### src/rtl/pc_sequencer.sv
// rtl/pc_sequencer.sv - program counter and instruction fetch sequencer
//
// Computes the next PC and runs the fetch handshake with instruction memory.
// The next PC is one of: PC+1, a PC-relative branch, or an absolute jump.
// The condition FSM decides which one, and this block applies it.
//
// Ports:
//   clka           clock; all state changes on posedge
//   reset_in       synchronous active-low reset
//   pc_latch_in    PC-update strobe (level; rising edge = one update)
//   pc_ctl_0_in    branch taken: PC <= NPC + sext(offset_in)
//   offset_in      signed PC-relative branch offset
//   jmp_in         absolute jump request (beats a branch)
//   jmp_target_in  absolute jump target
//   halt_in        enter HALT instead of updating the PC
//   imem_ready_in  insmem accepted the address on pc_out
//   pc_out         current PC / insmem address
//   npc_out        pc_out + 1 (registered alongside pc_out)
//   imem_req_out   fetch request; pc_out is stable while high
//   pc_valid_out   instruction at pc_out has been fetched
//   state_out      BOOT=00 FETCH=01 EXEC=10 HALT=11
module pc_sequencer #(
    parameter int              PC_W     = 16,
    parameter int              OFF_W    = 9,
    parameter logic [PC_W-1:0] RESET_PC = '0
) (
    input  logic             clka,
    input  logic             reset_in,
    input  logic             pc_latch_in,
    input  logic             pc_ctl_0_in,
    input  logic [OFF_W-1:0] offset_in,
    input  logic             jmp_in,
    input  logic [PC_W-1:0]  jmp_target_in,
    input  logic             halt_in,
    input  logic             imem_ready_in,
    output logic [PC_W-1:0]  pc_out,
    output logic [PC_W-1:0]  npc_out,
    output logic             imem_req_out,
    output logic             pc_valid_out,
    output logic [1:0]       state_out
);

    typedef enum logic [1:0] {
        ST_BOOT  = 2'b00,
        ST_FETCH = 2'b01,
        ST_EXEC  = 2'b10,
        ST_HALT  = 2'b11
    } state_t;

    localparam logic [PC_W-1:0] PC_ONE = {{(PC_W-1){1'b0}}, 1'b1};

    state_t          state_q, state_d;
    logic [PC_W-1:0] pc_q, pc_d;
    logic [PC_W-1:0] npc_q;
    logic            req_q, req_d;
    logic            valid_q, valid_d;
    logic            latch_prev_q;
    logic            pend_q, pend_d;

    logic            upd;
    logic [PC_W-1:0] offset_ext;
    logic [PC_W-1:0] branch_pc;

    // A held strobe level produces exactly one update on its rising edge.
    assign upd        = pc_latch_in & ~latch_prev_q;
    assign offset_ext = {{(PC_W-OFF_W){offset_in[OFF_W-1]}}, offset_in};
    assign branch_pc  = npc_q + offset_ext;

    always_comb begin
        state_d = state_q;
        pc_d    = pc_q;
        req_d   = req_q;
        valid_d = valid_q;
        pend_d  = pend_q;

        case (state_q)
            ST_BOOT: begin
                // No update is applied here, so instruction RESET_PC is
                // fetched first. A strobe that arrives now is remembered.
                if (upd) pend_d = 1'b1;
                state_d = ST_FETCH;
                req_d   = 1'b1;
            end
            ST_FETCH: begin
                // An update cannot move pc_out while it is on the insmem bus.
                // Defer it until the fetch completes.
                if (upd) pend_d = 1'b1;
                if (imem_ready_in) begin
                    state_d = ST_EXEC;
                    req_d   = 1'b0;
                    valid_d = 1'b1;
                end
            end
            ST_EXEC: begin
                if (upd || pend_q) begin
                    pend_d  = 1'b0;
                    valid_d = 1'b0;
                    if (halt_in) begin
                        state_d = ST_HALT;
                        req_d   = 1'b0;
                    end else begin
                        if (jmp_in)           pc_d = jmp_target_in;
                        else if (pc_ctl_0_in) pc_d = branch_pc;
                        else                  pc_d = npc_q;
                        state_d = ST_FETCH;
                        req_d   = 1'b1;
                    end
                end
            end
            default: begin
                // HALT is absorbing; only reset leaves it.
                state_d = ST_HALT;
                req_d   = 1'b0;
                valid_d = 1'b0;
            end
        endcase
    end

    always_ff @(posedge clka) begin
        if (!reset_in) begin
            state_q      <= ST_BOOT;
            pc_q         <= RESET_PC;
            npc_q        <= RESET_PC + PC_ONE;
            req_q        <= 1'b0;
            valid_q      <= 1'b0;
            latch_prev_q <= 1'b0;
            pend_q       <= 1'b0;
        end else begin
            state_q      <= state_d;
            pc_q         <= pc_d;
            npc_q        <= pc_d + PC_ONE;
            req_q        <= req_d;
            valid_q      <= valid_d;
            latch_prev_q <= pc_latch_in;
            pend_q       <= pend_d;
        end
    end

    assign pc_out       = pc_q;
    assign npc_out      = npc_q;
    assign imem_req_out = req_q;
    assign pc_valid_out = valid_q;
    assign state_out    = state_q;

endmodule

### config.mk
export PLATFORM = sky130hd
export DESIGN_NAME = pc_sequencer
export DESIGN_NICKNAME = d
export VERILOG_FILES = /design/src/rtl/pc_sequencer.sv
export SDC_FILE = /design/constraint.sdc
export NUM_CORES = 1
export LEC_CHECK = 0
export ABC_CLOCK_PERIOD_IN_PS = 5300
export CAP_MARGIN = 20
export CELL_PAD_IN_SITES_DETAIL_PLACEMENT = 0
export CELL_PAD_IN_SITES_GLOBAL_PLACEMENT = 1
export CORE_UTILIZATION = 39
export DETAILED_ROUTE_END_ITERATION = 7
export PLACE_DENSITY_LB_ADDON = 0.25
export SLEW_MARGIN = 20
export SYNTH_ARGS = -nofsm -noshare
export SYNTH_HDL_FRONTEND = slang
export SYNTH_SLANG_ARGS = --single-unit
### constraint.sdc
create_clock -name clka -period 5.3 [get_ports clka]
set_input_delay 1.06 -clock clka [delete_from_list [all_inputs] [get_ports clka]]
set_output_delay 1.06 -clock clka [all_outputs]
set_load 0.02 [all_outputs]
==> flow_metrics.env, run 1 <==
export IMPL_hold_viol=0
export IMPL_worst_r2r_endpoint="npc_out[15]$_SDFF_PN0_"
export IMPL_post_route_period_util_pct=79.6
export IMPL_antenna_found_initial=0
export IMPL_drt_iter0_markers=124
export IMPL_synthAdderAreaFrac_pct=8.47
export IMPL_ys_types=67
export IMPL_max_freq_mhz=237
export IMPL_final_cell_mix="clkdlybuf4s50_1, nor2_1, dfxtp_1"
export IMPL_async_flop_share_pct=0
export IMPL_fin_util_pct=54.0
export IMPL_hold_ws_ns=0.526
export IMPL_ioPinCount=68
export IMPL_max_slew_margin_rel_pct=45.4
export IMPL_synth_area_um2=2600
export IMPL_r2r_start="npc_out[0]$_SDFF_PN1_"
export IMPL_synth_area_leaders="dfxtp_1, ha_1, nor2_1, a21oi_1, o21ai_0"
export IMPL_grtUsageTotal_pct=21.8
export IMPL_synth_edf_count=0
export IMPL_slowest_stage="or4_4"
export IMPL_ff2ff_setup_slack_ns=1.94
export IMPL_ant_nets=0
export IMPL_avgRoutedWirePerCell_um=16.2
export IMPL_floorplan_die_area_um2=7000
export IMPL_drc=0
export IMPL_worstPathMaxFanout=4
export IMPL_synth_top_family_by_area="compound AO/OA/AOI/OAI gates"
export IMPL_endpoint_kind="flip-flop"
export IMPL_synth_top_area_share_pct=29.2
export IMPL_final_nets=430
export IMPL_vias_per_cell=5.61
export IMPL_drv_cap=0
export IMPL_totalWireLength_um=7440
export IMPL_io_buffers=67
export IMPL_min_period_ns=4.22
export IMPL_arrival_ns=4.41
export IMPL_grt_max_degree=28
export IMPL_cts_buffers=5
export IMPL_whs_endpoint="pend_q$_SDFFE_PN0P_"
export IMPL_hold_start="pend_q$_SDFFE_PN0P_"
export IMPL_synth_mux_area_share_pct=1.59
export IMPL_synth_cells=316
export IMPL_finalSetupViolCount=0
export IMPL_synth_xor_area_share_pct=5.05
export IMPL_clock_sinks=38
export IMPL_cts_hold_buf=0
export IMPL_postSynthAreaPerCell_um2=8.23
export IMPL_clk_pin_slew_ns=0.08
export IMPL_critPathRequiredTime_ns=5.49
export IMPL_tightest_slew_ns=0.814
export IMPL_vias=2570
export IMPL_startpoint="offset_in[0]"
export IMPL_yosys_area_share_simple_pct=24.9
export IMPL_clk_latency_ns=0.30
export IMPL_drv_slew=0
export IMPL_critPathKind="in -> reg"
export IMPL_final_common_cell="clkdlybuf4s50_1"
export IMPL_dr_pass1_iters=4
export IMPL_die_h_um=83.7
export IMPL_seq_area_frac_synth_pct=29.2
export IMPL_clockBufferDepth=2
export IMPL_num_antenna_cells=0
export IMPL_placementRows=29
export IMPL_grt_pass1_wl_um=12200
export IMPL_worst_setup_path_start_kind="input port"
export IMPL_place_congestion=0.869
export IMPL_timing_setup_tns_ns=0
export IMPL_synthFlopType="dfxtp_1"
export IMPL_status="complete, no violations"
export IMPL_fp_dieW_um=83.7
export IMPL_powerDensity_nw_per_um2=207
export IMPL_htree_levels=2
export IMPL_coreArea_um2=6390
export IMPL_cts_tree="built"
export IMPL_rsz0062_at_grt="no"
export IMPL_root_buffer="clkbuf_8"
export IMPL_synth_top_area_cell="dfxtp_1"
export IMPL_area_growth_pct=32.5
export IMPL_nFillCells=634
export IMPL_start_util_pct=40.7
export IMPL_post_cts_buffers=0
export IMPL_drive_above_1_share_pct=8.40
export IMPL_reg2regPathDepth=12
export IMPL_p_leak_nw=1.37
export IMPL_min_path_type="reg -> reg"
export IMPL_post_cts_resized=0
export IMPL_synth_nets=365
export IMPL_synth_compound_area_share_pct=27.5
export IMPL_dp_hpwl_um=5510
export IMPL_worstPathCellList="clkdlybuf4s50_1, ha_1, fa_1, a211oi_1, o21bai_2, o2111ai_2, nand2_1, xnor2_1, o22a_1, or4_4, and4bb_1, a211o_2, nand2_1"
export IMPL_overflow=0
export IMPL_slowest_delay_ns=0.55
export IMPL_ys_warn_count=0
export IMPL_cpMostUsedCell="nand2_1"
export IMPL_ys_ff_latch=38
export IMPL_fin_skew_ns=0.00902
export IMPL_grt_pass1_vias=2455
export IMPL_hold_path_depth=2
export IMPL_ir_worst_vdd_mv=0.124
[area by class of cell]
cell class | count | area [µm²] | share of cell area [%]
Tap cell | 77 | 96.3 | 2.80
Multi-Input combinational cell | 259 | 1760 | 51.0
Clock buffer | 6 | 82.6 | 2.40
Clock inverter | 1 | 30.0 | 0.871
Inverter | 7 | 26.3 | 0.763
Sequential cell | 38 | 761 | 22.1
Timing Repair Buffer | 70 | 693 | 20.1
[per-layer routing]
metal / track usage (%) / share of wire [%] / wire length (µm)
met5: 0 / 0 / 0
met3: 3.66 / 5.5 / 406
met4: 5.55 / 0.39 / 29
met2: 34.5 / 44 / 3250
met1: 30.7 / 50 / 3760
[per-stage QoR]
step                      cell area, µm²  worst slack [ns]  total power [mW]  cells
after floorplan                     2600              1.45             0.398    316
after global placement              3330             0.841             0.457    451
after detailed placement            3330             0.839             0.459    451
after CTS                           3450              1.11             0.720    458
after global routing                3450             0.867             0.750    458
final                               3450              1.08             0.715    458
[state kept, by name, summed over array words and instances (netlist names)]
signal and count:
pc_valid_out 1, pc_out 16, latch_prev_q 1, pend_q 1
npc_out 16, state_out 2, imem_req_out 1
[Yosys cell counts, types with 3 or more instances]
cell type  instances
and3_1             5
mux2i_1            3
xnor2_1            8
nor2b_1            6
nor2_1            47
or3_1              3
nand3_1            5
a21oi_1           26
a211oi_1           6
nand2_1           20
buf_2              7
nand2b_1           7
a31oi_1            5
and2_1            10
clkbuf_1           4
xor2_1             7
inv_1              5
a21o_1             6
dfxtp_1           38
ha_1              16
a221oi_1           4
nor3_1             5
o21ai_0           18
[power by group]
part	total (mW)	switching, mW	leakage (nW)	internal [mW]
Clock	0.262	0.111	0.0573	0.151
Sequential	0.303	0.00876	0.308	0.294
Combinational	0.150	0.0783	1.00	0.0719
[worst max-delay path, delay by kind of cell]
kind                       cells  cell delay (ns)
buffers and inverters          1             0.40
AOI/OAI and AO/OA              5             1.13
adders and majority gates      2             0.66
and+or+nand+nor                4             1.01
xor gates and xnor gates       1             0.13
[logic make-up (layout without fill, tap and decap cells)]
logic type / Yosys count / in the layout
AND/OR/NAND/NOR: 127 / 127
AO/OA/AOI/OAI: 96 / 96
flip-flops: 38 / 38
buffers and inverters: 19 / 84
adder cells (fa/ha/maj): 17 / 17
XOR/XNOR: 15 / 15
multiplexers: 4 / 4
[worst max path at each step]
stage | endpoint | slack [ns] | cells after the start
2_1_floorplan | npc_out[15]$_SDFF_PN0_ | 1.45 | 12
3_3_place_gp | npc_out[15]$_SDFF_PN0_ | 0.84 | 13
3_5_place_dp | npc_out[15]$_SDFF_PN0_ | 0.84 | 13
4_1_cts | npc_out[15]$_SDFF_PN0_ | 1.11 | 13
5_1_grt | npc_out[14]$_SDFF_PN0_ | 0.87 | 13
6_report | npc_out[15]$_SDFF_PN0_ | 1.08 | 13
No activity file was read; power rests on OpenSTA's default activity.
==> run 2, diff against run 1 <==
- ABC_CLOCK_PERIOD_IN_PS: 5300 -> 3700
- CORE_UTILIZATION: 39 -> 32
- clock period: 5.3 -> 3.7 ns (I/O delays scaled with it)
==> run 2 against run 1 <==
Compared with the run above:
- combinational power is 63% higher
- final area is 13% higher
- worst setup slack worse by 0.89 ns
- clock-buffer cell count stayed put
- sequential power is 43% higher
- clock skew is 0.0011 ns lower
- global-route usage is 2.4 points lower
- final cell count is 16% higher
- via count is 4.5% higher
==> flow_metrics.env, run 2 (synthesis gave the netlist of run 1 again) <==
export IMPL_slowest_stage="or4_4"
export IMPL_clk_latency_ns=0.30
export IMPL_htree_levels=2
export IMPL_endpoint_kind="flip-flop"
export IMPL_pre_cts_slack_ns=-0.373
export IMPL_final_area_um2=3880
export IMPL_place_congestion=0.852
export IMPL_hold_start="pend_q$_SDFFE_PN0P_"
export IMPL_r2r_start="npc_out[0]$_SDFF_PN1_"
export IMPL_final_nets=479
export IMPL_tightest_slew_ns=0.480
export IMPL_ff2ff_setup_slack_ns=0.54
export IMPL_final_cell_mix="clkdlybuf4s50_1, buf_4, nor2_1"
export IMPL_max_freq_mhz=285
export IMPL_drc=0
export IMPL_combPwrFrac_pct=23.3
export IMPL_ioPinCount=68
export IMPL_hold_path_depth=2
export IMPL_coreArea_um2=7810
export IMPL_fin_skew_ns=0.00797
export IMPL_multi_input_area_um2=1770
export IMPL_drv_cap=0
export IMPL_cts_tree="built"
export IMPL_reg2regPathDepth=12
export IMPL_detailed_place_area_um2=3740
export IMPL_timing_setup_tns_ns=0
export IMPL_max_slew_margin_rel_pct=67.7
export IMPL_grt_pass1_wl_um=12800
export IMPL_ir_worst_vdd_mv=0.149
export IMPL_grtUsageTotal_pct=19.4
export IMPL_worst_r2r_endpoint="npc_out[15]$_SDFF_PN0_"
export IMPL_arrival_ns=3.70
export IMPL_critPathRequiredTime_ns=3.89
export IMPL_post_route_period_util_pct=94.8
export IMPL_clockBufferDepth=2
export IMPL_p_switching_mw=0.284
export IMPL_finalSetupViolCount=0
export IMPL_worstPathMaxFanout=4
export IMPL_ant_nets=0
export IMPL_fp_dieW_um=92.2
export IMPL_fin_ws_ns=0.193
export IMPL_dr_pass1_iters=4
export IMPL_final_common_cell="clkdlybuf4s50_1"
export IMPL_num_antenna_cells=0
export IMPL_critPathKind="in -> reg"
export IMPL_swShare_pct=27.1
export IMPL_drv_slew=0
export IMPL_slowest_delay_ns=0.57
export IMPL_totalWireLength_um=7970
export IMPL_intPower_mw=0.764
export IMPL_dp_hpwl_um=6260
export IMPL_area_growth_pct=49.1
export IMPL_root_buffer="clkbuf_8"
export IMPL_avgRoutedWirePerCell_um=15.0
export IMPL_nFillCells=803
export IMPL_cpMostUsedCell="nand2_1"
export IMPL_grt_max_degree=20
export IMPL_powerDensity_nw_per_um2=270
export IMPL_worst_setup_path_start_kind="input port"
export IMPL_clock_sinks=38
export IMPL_grt_pass1_vias=2577
export IMPL_floorplan_die_area_um2=8490
export IMPL_start_util_pct=33.3
export IMPL_io_buffers=67
export IMPL_die_h_um=92.2
export IMPL_placementRows=32
export IMPL_antenna_found_initial=0
export IMPL_cts_hold_buf=0
export IMPL_pwr_share_clk_pct=35.3
export IMPL_drive_above_1_share_pct=19.8
export IMPL_vias=2685
export IMPL_placed_cells=524
export IMPL_overflow=0
export IMPL_drt_iter0_markers=136
export IMPL_min_period_ns=3.51
export IMPL_finalNonFillerCells=532
export IMPL_seqCellArea_um2=761
export IMPL_status="complete, no violations"
export IMPL_p_leak_nw=1.62
export IMPL_clk_pin_slew_ns=0.08
export IMPL_whs_endpoint="pend_q$_SDFFE_PN0P_"
export IMPL_hold_ws_ns=0.517
export IMPL_worstPathCellList="clkdlybuf4s50_1, fa_2, a211oi_2, o21bai_2, o2111ai_2, nand2_1, xnor2_1, o22a_1, or4_4, and4bb_1, a211o_2, nand2_1"
export IMPL_vias_per_cell=5.05
export IMPL_cts_buffers=5
export IMPL_rsz0062_at_grt="no"
export IMPL_p_seq_share_pct=41.4
export IMPL_hold_viol=0
export IMPL_min_path_type="reg -> reg"
run 2: stage by stage:
stage	total power, mW	util [%]
final	1.05	49.7
after detailed placement	0.685	47.9
after global placement	0.684	47.9
after floorplan	0.570	-
after CTS	1.06	49.4
after global routing	1.10	49.7
run 2: power groups by stage:
stage          clock (mW)  sequential (mW)  combinational (mW)
2_1_floorplan           0            0.452               0.118
3_3_place_gp            0            0.444               0.241
3_5_place_dp            0            0.444               0.241
4_1_cts             0.383            0.434               0.243
5_1_grt             0.395            0.437               0.266
6_report            0.370            0.434               0.245
run 2: final cells by class:
cell class | instances | share of cell area (%)
Timing Repair Buffer | 119 | 27.8
Sequential cell | 38 | 19.6
Clock inverter | 1 | 0.774
Tap cell | 102 | 3.29
Clock buffer | 6 | 2.13
Multi-Input combinational cell | 259 | 45.8
Inverter | 7 | 0.678
run 2: how the worst max path moves through the flow:
| stage | startpoint | to | slack, ns | depth (start not counted) |
|---|---|---|---|---|
| final | offset_in[1] | npc_out[15]$_SDFF_PN0_ | 0.19 | 12 |
| after global routing | offset_in[1] | npc_out[12]$_SDFF_PN0_ | 0.01 | 11 |
| after CTS | offset_in[0] | npc_out[15]$_SDFF_PN0_ | 0.004 | 13 |
| after detailed placement | offset_in[0] | npc_out[15]$_SDFF_PN0_ | -0.37 | 13 |
| after global placement | offset_in[0] | npc_out[15]$_SDFF_PN0_ | -0.37 | 13 |
| after floorplan | offset_in[0] | npc_out[15]$_SDFF_PN0_ | 0.17 | 12 |
run 2: timing repair:
action | in CTS | in global routing
pin swaps | 1 | 11
setup buffers | 0 | 1
setup endpoints to repair | 3 | 5
resized for setup | 1 | 5
run 2: layer usage:
layer  vias up  global-route usage [%]  wire length (µm)
li1       1382                       -                 -
met5         -                       0                 0
met4         0                    5.08                38
met3         2                    3.90               385
met2        56                    30.9              3580
met1      1245                    26.6              3970
run 2: critical path, delay by kind of cell:
family          cells  cell delay (ns)
simple gates        4             1.02
compound gates      5             0.95
buf+inv             1             0.45
fa+ha+maj           1             0.39
xor+xnor            1             0.15
==> run 3, diff against run 2 <==
- ABC_CLOCK_PERIOD_IN_PS: 3700 -> 3350
- CORE_UTILIZATION: 32 -> 36
- RECOVER_POWER: not set -> 100
- clock period: 3.7 -> 3.35 ns (I/O delays scaled with it)
==> run 3 against run 2 <==
Compared with the run above:
- sequential share of layout area is 1.4 points lower
- worst hold slack worse by 0.0084 ns
- clock-buffer cell count is 2 higher
- largest cell class unchanged
- highest routed layer unchanged
==> flow_metrics.env, run 3 (synthesis gave the netlist of run 1 again) <==
export IMPL_clk_pin_slew_ns=0.07
export IMPL_fp_dieW_um=87.0
export IMPL_grtUsageMet2_pct=36.0
export IMPL_drive_above_1_share_pct=26.6
export IMPL_worstPathMaxFanout=4
export IMPL_cts_tree="built"
export IMPL_tightest_slew_ns=0.926
export IMPL_pwr_share_clk_pct=32.3
export IMPL_totalWireLength_um=7830
export IMPL_floorplan_die_area_um2=7570
export IMPL_fin_skew_ns=0.00532
export IMPL_post_route_period_util_pct=96.8
export IMPL_ioPinCount=68
export IMPL_p_switching_mw=0.315
export IMPL_ant_nets=0
export IMPL_grtUsageTotal_pct=21.9
export IMPL_intPower_mw=0.828
export IMPL_grt_pass1_wl_um=12900
export IMPL_avgRoutedWirePerCell_um=14.2
export IMPL_placementRows=30
export IMPL_max_freq_mhz=308
export IMPL_die_h_um=87.0
export IMPL_dp_hpwl_um=6210
export IMPL_worst_setup_path_start_kind="input port"
export IMPL_drc=0
export IMPL_place_congestion=0.828
export IMPL_timing_setup_tns_ns=0
export IMPL_min_period_ns=3.24
export IMPL_status="complete, no violations"
export IMPL_num_antenna_cells=0
export IMPL_antenna_found_initial=0
export IMPL_drt_iter0_markers=142
export IMPL_drv_cap=0
export IMPL_ir_worst_vdd_mv=0.209
export IMPL_vias=2814
export IMPL_dr_pass1_iters=5
export IMPL_clk_latency_ns=0.29
export IMPL_critPathRequiredTime_ns=3.54
export IMPL_clock_sinks=38
export IMPL_combPwrFrac_pct=25.7
export IMPL_io_buffers=67
export IMPL_rsz0062_at_grt="no"
export IMPL_endpoint_kind="flip-flop"
export IMPL_area_growth_pct=60.3
export IMPL_vias_per_cell=5.11
export IMPL_use_met3_pct=3.89
export IMPL_p_leak_nw=1.88
export IMPL_finalSetupViolCount=0
export IMPL_hold_viol=0
export IMPL_swShare_pct=27.6
export IMPL_arrival_ns=3.43
export IMPL_p_seq_share_pct=42.0
export IMPL_clockBufferDepth=2
export IMPL_root_buffer="clkbuf_8"
export IMPL_max_slew_margin_rel_pct=38.2
export IMPL_overflow=0
export IMPL_start_util_pct=37.9
export IMPL_grtUsageMet1_pct=29.8
export IMPL_grt_busiest_layer="met2"
export IMPL_cts_hold_buf=0
export IMPL_htree_levels=2
export IMPL_coreArea_um2=6870
export IMPL_grt_pass1_vias=2647
export IMPL_critPathKind="in -> reg"
export IMPL_final_cell_mix="buf_4, nor2_1, dfxtp_1"
export IMPL_final_nets=503
export IMPL_min_path_type="reg -> reg"
export IMPL_ff2ff_setup_slack_ns=0.24
export IMPL_drv_slew=0
export IMPL_cts_buffers=5
export IMPL_final_common_cell="buf_4"
export IMPL_power_mw=1.14
export IMPL_grt_max_degree=21
export IMPL_powerDensity_nw_per_um2=274
==> run 3: layer usage <==
metal	vias up	wire length (µm)
met4	0	74
li1	1421	-
met5	-	0
met1	1304	3670
met2	82	3630
met3	7	457
==> run 3: what timing repair did <==
| action | 4_1_cts | 5_1_grt |
|---|---|---|
| hold endpoints to repair | 0 | 0 |
| pin swaps | 11 | 23 |
| gates resized for setup | 5 | 40 |
| endpoints found under the setup margin | 7 | 5 |
| setup buffers | 1 | 2 |
==> run 3: worst max-delay path: stages <==
cell,delay (ns)
clkbuf_2,0.10
ha_4,0.16
fa_2,0.37
a211oi_4,0.27
o21bai_2,0.13
o2111ai_4,0.25
a31oi_4,0.13
xor2_1,0.19
a31oi_1,0.13
or4_4,0.54
and4bb_1,0.33
a211o_2,0.12
nand2_2,0.04
==> run 3: final timing paths <==
kind	depth (start not counted)	endpoint	startpoint
max	13	npc_out[15]$_SDFF_PN0_	offset_in[0]
max reg2reg	12	npc_out[15]$_SDFF_PN0_	npc_out[0]$_SDFF_PN1_
min reg2reg	2	pend_q$_SDFFE_PN0P_	pend_q$_SDFFE_PN0P_
min	2	pend_q$_SDFFE_PN0P_	pend_q$_SDFFE_PN0P_
==> run 3: final cells by class <==
type                       instances  area (µm²)
timing repair buffer             143        1250
fill                             626        2700
tap                               96         120
inverter                           7        26.3
clock buffer                       8         110
multi-input combinational        259        1910
sequential                        38         761
==> run 3: stage by stage <==
step	util (%)	instances	hold WS (ns)	area [µm²]	setup slack, ns
3_5_place_dp	56.8	540	0.506	3900	-0.506
4_1_cts	58.6	549	0.518	4030	0.00286
6_report	60.7	551	0.508	4170	0.108
5_1_grt	60.7	551	0.538	4170	0.00656
2_1_floorplan	-	316	0.481	2610	0.0121
3_3_place_gp	56.8	540	0.496	3900	-0.517
==> run 3: power by group through the flow <==
stage,registers (mW),clock network [mW],logic (mW)
3_5_place_dp,0.490,0,0.284
5_1_grt,0.482,0.398,0.320
3_3_place_gp,0.490,0,0.282
2_1_floorplan,0.499,0,0.131
6_report,0.480,0.370,0.293
4_1_cts,0.480,0.380,0.288
